==> src/rtl/ring_input_buffer.sv <==
// Input staging buffer for one ring router output port: high-priority ring slots and low-priority injection slots.
// Define RING_BUF_STATS_EN to add saturating drop/accept statistics counters.
module ring_input_buffer #(
   parameter int PACKET_SIZE = 49,
   parameter int BUFFER_SIZE = 4
) (
   input  logic                                    clk,
   input  logic                                    rst,
   input  logic [PACKET_SIZE-1:0]                  ring_in_packet,
   input  logic [15:0]                             ring_in_route_info,
   output logic                                    ring_full,
   output logic                                    ring_drop,
   input  logic                                    inj_valid,
   output logic                                    inj_ready,
   input  logic [PACKET_SIZE-1:0]                  inj_packet,
   input  logic [15:0]                             inj_route_info,
   output logic [BUFFER_SIZE-1:0][PACKET_SIZE-1:0] buffer_high_prior,
   output logic [BUFFER_SIZE-1:0][15:0]            buffer_high_prior_route_info,
   output logic [BUFFER_SIZE-1:0][PACKET_SIZE-1:0] buffer_low_prior,
   output logic [BUFFER_SIZE-1:0][15:0]            buffer_low_prior_route_info,
   input  logic [15:0]                             out_packet_pos,
   input  logic                                    out_packet_pos_valid,
   input  logic                                    out_packet_pos_in_high,
   output logic [$clog2(BUFFER_SIZE):0]            high_count,
   output logic [$clog2(BUFFER_SIZE):0]            low_count
`ifdef RING_BUF_STATS_EN
   ,
   output logic [15:0]                             ring_drop_cnt,
   output logic [15:0]                             inj_accept_cnt
`endif
);

   localparam int IW = $clog2(BUFFER_SIZE);
   localparam int CW = IW + 1;

   logic [BUFFER_SIZE-1:0] high_occ;
   logic [BUFFER_SIZE-1:0] low_occ;
   logic [BUFFER_SIZE-1:0] high_rel;
   logic [BUFFER_SIZE-1:0] low_rel;
   logic [BUFFER_SIZE-1:0] ring_avail;
   logic [IW-1:0]          rel_idx;
   logic [IW-1:0]          ring_idx;
   logic [IW-1:0]          inj_idx;
   logic                   ring_found;
   logic                   inj_found;
   logic                   ring_arrival;
   logic                   ring_wr;
   logic                   ring_discard;
   logic                   inj_wr;
   logic                   high_eff_rel;
   logic                   low_eff_rel;
   logic [15:0]            ts_cnt;
   logic [PACKET_SIZE-1:0] inj_stamped;
   logic [15:0]            unused_pos_bits;

   assign unused_pos_bits = out_packet_pos;
   assign rel_idx         = out_packet_pos[IW-1:0];
   assign ring_arrival    = ring_in_packet[PACKET_SIZE-1];

   // A released slot may be refilled by a ring arrival in the same cycle, but injection
   // only looks at current occupancy so inj_ready never depends on the allocator grant.
   always_comb begin
      high_rel   = '0;
      low_rel    = '0;
      ring_found = 1'b0;
      ring_idx   = '0;
      inj_found  = 1'b0;
      inj_idx    = '0;
      for (int i = 0; i < BUFFER_SIZE; i++) begin
         high_occ[i] = buffer_high_prior[i][PACKET_SIZE-1];
         low_occ[i]  = buffer_low_prior[i][PACKET_SIZE-1];
      end
      high_rel[rel_idx] = out_packet_pos_valid & out_packet_pos_in_high;
      low_rel[rel_idx]  = out_packet_pos_valid & ~out_packet_pos_in_high;
      ring_avail = ~high_occ | high_rel;
      for (int i = BUFFER_SIZE - 1; i >= 0; i--) begin
         if (ring_avail[i]) begin
            ring_found = 1'b1;
            ring_idx   = IW'(i);
         end
         if (!low_occ[i]) begin
            inj_found = 1'b1;
            inj_idx   = IW'(i);
         end
      end
      inj_stamped                  = inj_packet;
      inj_stamped[PACKET_SIZE-1]   = 1'b1;
      inj_stamped[47:32]           = ts_cnt;
   end

   assign ring_wr      = ring_arrival & ring_found;
   assign ring_discard = ring_arrival & ~ring_found;
   assign inj_ready    = inj_found;
   assign inj_wr       = inj_valid & inj_found;
   assign high_eff_rel = |(high_rel & high_occ);
   assign low_eff_rel  = |(low_rel & low_occ);
   assign ring_full    = &high_occ;

   // Release is applied before the write so a ring arrival into a just-granted slot wins.
   always_ff @(posedge clk) begin
      if (rst) begin
         buffer_high_prior            <= '0;
         buffer_high_prior_route_info <= '0;
         buffer_low_prior             <= '0;
         buffer_low_prior_route_info  <= '0;
         high_count                   <= '0;
         low_count                    <= '0;
         ts_cnt                       <= '0;
         ring_drop                    <= 1'b0;
      end else begin
         ts_cnt    <= ts_cnt + 16'd1;
         ring_drop <= ring_discard;
         if (|high_rel) begin
            buffer_high_prior[rel_idx]            <= '0;
            buffer_high_prior_route_info[rel_idx] <= '0;
         end
         if (|low_rel) begin
            buffer_low_prior[rel_idx]            <= '0;
            buffer_low_prior_route_info[rel_idx] <= '0;
         end
         if (ring_wr) begin
            buffer_high_prior[ring_idx]            <= ring_in_packet;
            buffer_high_prior_route_info[ring_idx] <= ring_in_route_info;
         end
         if (inj_wr) begin
            buffer_low_prior[inj_idx]            <= inj_stamped;
            buffer_low_prior_route_info[inj_idx] <= inj_route_info;
         end
         high_count <= high_count + CW'(ring_wr) - CW'(high_eff_rel);
         low_count  <= low_count + CW'(inj_wr) - CW'(low_eff_rel);
      end
   end

`ifdef RING_BUF_STATS_EN
   // Statistics saturate rather than wrap so a long run never reports a small number.
   always_ff @(posedge clk) begin
      if (rst) begin
         ring_drop_cnt  <= '0;
         inj_accept_cnt <= '0;
      end else begin
         if (ring_discard && ring_drop_cnt != 16'hFFFF)
            ring_drop_cnt <= ring_drop_cnt + 16'd1;
         if (inj_wr && inj_accept_cnt != 16'hFFFF)
            inj_accept_cnt <= inj_accept_cnt + 16'd1;
      end
   end
`endif

endmodule

==> config.mk <==
export PLATFORM = sky130hd
export DESIGN_NAME = ring_input_buffer
export DESIGN_NICKNAME = d
export VERILOG_FILES = /design/src/rtl/ring_input_buffer.sv
export SDC_FILE = /design/constraint.sdc
export NUM_CORES = 1
export LEC_CHECK = 0
export ABC_CLOCK_PERIOD_IN_PS = 2900
export BUFFER_PORTS_ARGS = -buffer_cell sky130_fd_sc_hd__buf_2
export CORE_AREA = 8 8 260 262
export DETAILED_ROUTE_END_ITERATION = 6
export DIE_AREA = 0 0 268 270
export GPL_ROUTABILITY_DRIVEN = 0
export HOLD_SLACK_MARGIN = 0.02
export PLACE_DENSITY_LB_ADDON = 0.15
export SYNTH_ARGS = -nofsm -noshare
export SYNTH_HDL_FRONTEND = slang
export SYNTH_SLANG_ARGS = --single-unit
export TNS_END_PERCENT = 30
==> constraint.sdc <==
create_clock -name clk -period 2.9 [get_ports clk]
set_input_delay 0.29 -clock clk [delete_from_list [all_inputs] [get_ports clk]]
set_output_delay 0.29 -clock clk [all_outputs]
set_load 0.005 [all_outputs]
==> out/metrics.cfg <==
[status]
status=complete, no violations

[setup_path]
cp.arrival_ps=2840
rrSetupSlack_ps=540
startpoint_type=register
r2r_cells=9
crit_type=register to register
path_max_fanout=2
rr_endpoint=low_count[2]
required_ps=3380
cp-end-kind=register
reg2reg_from=buffer_low_prior[195]

[timing]
finalMaxSlewViolations=0
finalCritPeriodShare=0.8125
rsz0062_at_grt=no
setup_tns_ps=0
fmax_mhz=424.4
skew_ps=29.60
setup_violations=0
tightestPinTransition_ps=896.6
max_slew_margin=0.4023
hold_viol=0
finalWorstPathRequiredPeriod_ps=2356

[min_path]
hold_start=ring_in_packet[18]
min_to=buffer_high_prior[67]
min_delay_path_depth=3
hp-class=input pin to register

[clock_tree]
cts_buffers=59
cts_setup_buffers=0
cts_tree=built
clk_pin_slew_ps=60
clockBufferDepth=3
h-tree-depth=2
cts_sinks=543
clk_latency_ps=620
cts_root_buf=clkbuf_16

[detailed_routing]
num_vias=18960
viasPerCell=5.086
drtIter0Drc=1126
wirelength_microns=81150
wl_per_cell_microns=21.77
first_pass_iters=5
drc=0
postRouteAntennaNets=0

[synth]
yosysWarnings=0
syn_area_sq_um=21090
synth-async-reset-ratio=0
synth-edff-count=0
synthDistinctLibCells=51
avgSynthCellArea_sq_um=9.623
synth_fp_nets=2350
synth.most_common_cell=dfxtp_1
synth-seq-cells=543
synth_common_cells=543 x dfxtp_1, 270 x a21oi_1, 264 x nand2_1, 264 x nand3_1, 192 x mux2i_1
synth-seq-area-share=0.5153
yosysTopAreaCell=dfxtp_1
synth_top_area_frac=0.5153
synthCells=2192
yosys_most_used_dff=dfxtp_1
ys_top_cells_by_area=dfxtp_1 52%, mux2i_1 9.1%, a21oi_1 6.4%

[floorplan]
dieArea_sq_um=72360
rows=93
core_sq_um=63650
initial_core_util=0.3314
ios=680
chipWidth_microns=268
die_h_microns=270

[placed_design]
dp_cells=3533
port_buffers=648
dp_hpwl_microns=56270

[global_route]
grt_pass1_vias=19160
antenna_found_initial=1
track_usage=0.2124
grt_max_degree=109
grt_pass1_wl_microns=121100
grt_overflow_total=0

[pwr]
irDropWorstVdd_uv=419.2
leakagePower_nw=12.74
power.density_cell_area_nw_per_um2=598.6

[layout]
fillCellCount=6289
fin_nets=2983
syn_to_final_growth_pct=33.54
regArea_sq_um=10870
final_cell_count_no_fill=3728
multi_input_area_sq_um=9355
drive_above_1_share=0.3078

[job]
cap_viol_max_count=0

==> power breakdown <==
group | leakage (nW) | switching, mW | internal, mW | total (mW)
Sequential | 4.40 | 0.128 | 7.66 | 7.79
Clock | 0.962 | 3.14 | 4.45 | 7.59
Combinational | 7.37 | 0.876 | 0.602 | 1.48
==> logic make-up after synthesis <==
kind of cell | count (synthesis) | share of synthesized area
AO/OA/AOI/OAI | 417 | 0.1392
flip-flops | 543 | 0.5153
buffers and inverters | 232 | 0.04704
multiplexers | 198 | 0.09538
adder cells (fa/ha/maj) | 7 | 0.004864
XOR/XNOR | 7 | 0.002907
AND/OR/NAND/NOR | 788 | 0.1953
==> worst max-delay path, stage by stage (launching register included) <==
cell,delay [ps]
dfxtp_1,310
mux4_2,460
and3b_1,200
ha_1,270
inv_1,40
ha_1,180
fa_1,410
xnor2_1,190
xnor2_1,140
nor2_1,50
==> cell usage in the layout (no fill, tap or decap), drive strengths merged, types with 5 or more instances in the layout <==
| master | instances |
|---|---|
| nand3 | 264 |
| nand3b | 131 |
| nand2 | 264 |
| o21ai | 5 |
| ha | 5 |
| a21oi | 270 |
| inv | 12 |
| buf | 708 |
| o211ai | 65 |
| mux2i | 192 |
| clkinv | 10 |
| xnor2 | 6 |
| dfxtp | 543 |
| nor2 | 17 |
| nor2b | 12 |
| clkbuf | 92 |
| nand2b | 66 |
| dlygate4sd3 | 86 |
| o2bb2ai | 64 |
==> through the flow <==
stage	hold slack (ps)	worst slack, ps	utilization	area [sq um]	power (mW)
floorplan	407.4	404.7	-	21090	8.651
global placement	441.2	328.0	0.3983	25350	9.339
detailed placement	445.9	361.0	0.3983	25350	9.355
CTS	20.65	509.7	0.4425	28170	17.06
global route	47.65	384.9	0.4426	28170	17.49
finish	46.49	543.6	0.4426	28170	16.86
==> registers in the layout, indices dropped and copies added, names as in the netlist <==
signal / cells
ts_cnt: 16
buffer_high_prior: 196
low_count: 3
high_count: 3
buffer_low_prior_route_info: 64
ring_drop: 1
buffer_high_prior_route_info: 64
buffer_low_prior: 196
==> what timing repair did <==
action,in CTS,in global routing
resized for setup,0,0
endpoints found under the hold margin,250,0
hold buffers,86,0
==> metal layers <==
metal	vias to the layer above	share of wire	global-route usage
li1	8969	-	-
met1	9131	0.39	0.2497
met2	716	0.48	0.3571
met3	144	0.089	0.06545
met4	0	0.041	0.08502
met5	-	0	0
==> layout make-up <==
type,count,share of cell area
Antenna cell,1,0.00008884
Clock buffer,92,0.06290
Clock inverter,16,0.006530
Inverter,10,0.001333
Multi-Input combinational cell,1417,0.3321
Sequential cell,543,0.3859
Tap cell,855,0.03798
Timing Repair Buffer,794,0.1731
==> worst max path at each step <==
stage                                from            to  slack, ps  depth (start not counted)
finish              buffer_low_prior[195]  low_count[2]        540                          9
global route        buffer_low_prior[146]  low_count[2]        380                          9
CTS                 buffer_low_prior[195]  low_count[2]        510                          9
detailed placement      out_packet_pos[0]  low_count[2]        360                         10
global placement        out_packet_pos[0]  low_count[2]        330                         10
floorplan               out_packet_pos[0]  low_count[2]        400                         10
Note: power is estimated with default switching activity, not from simulation.
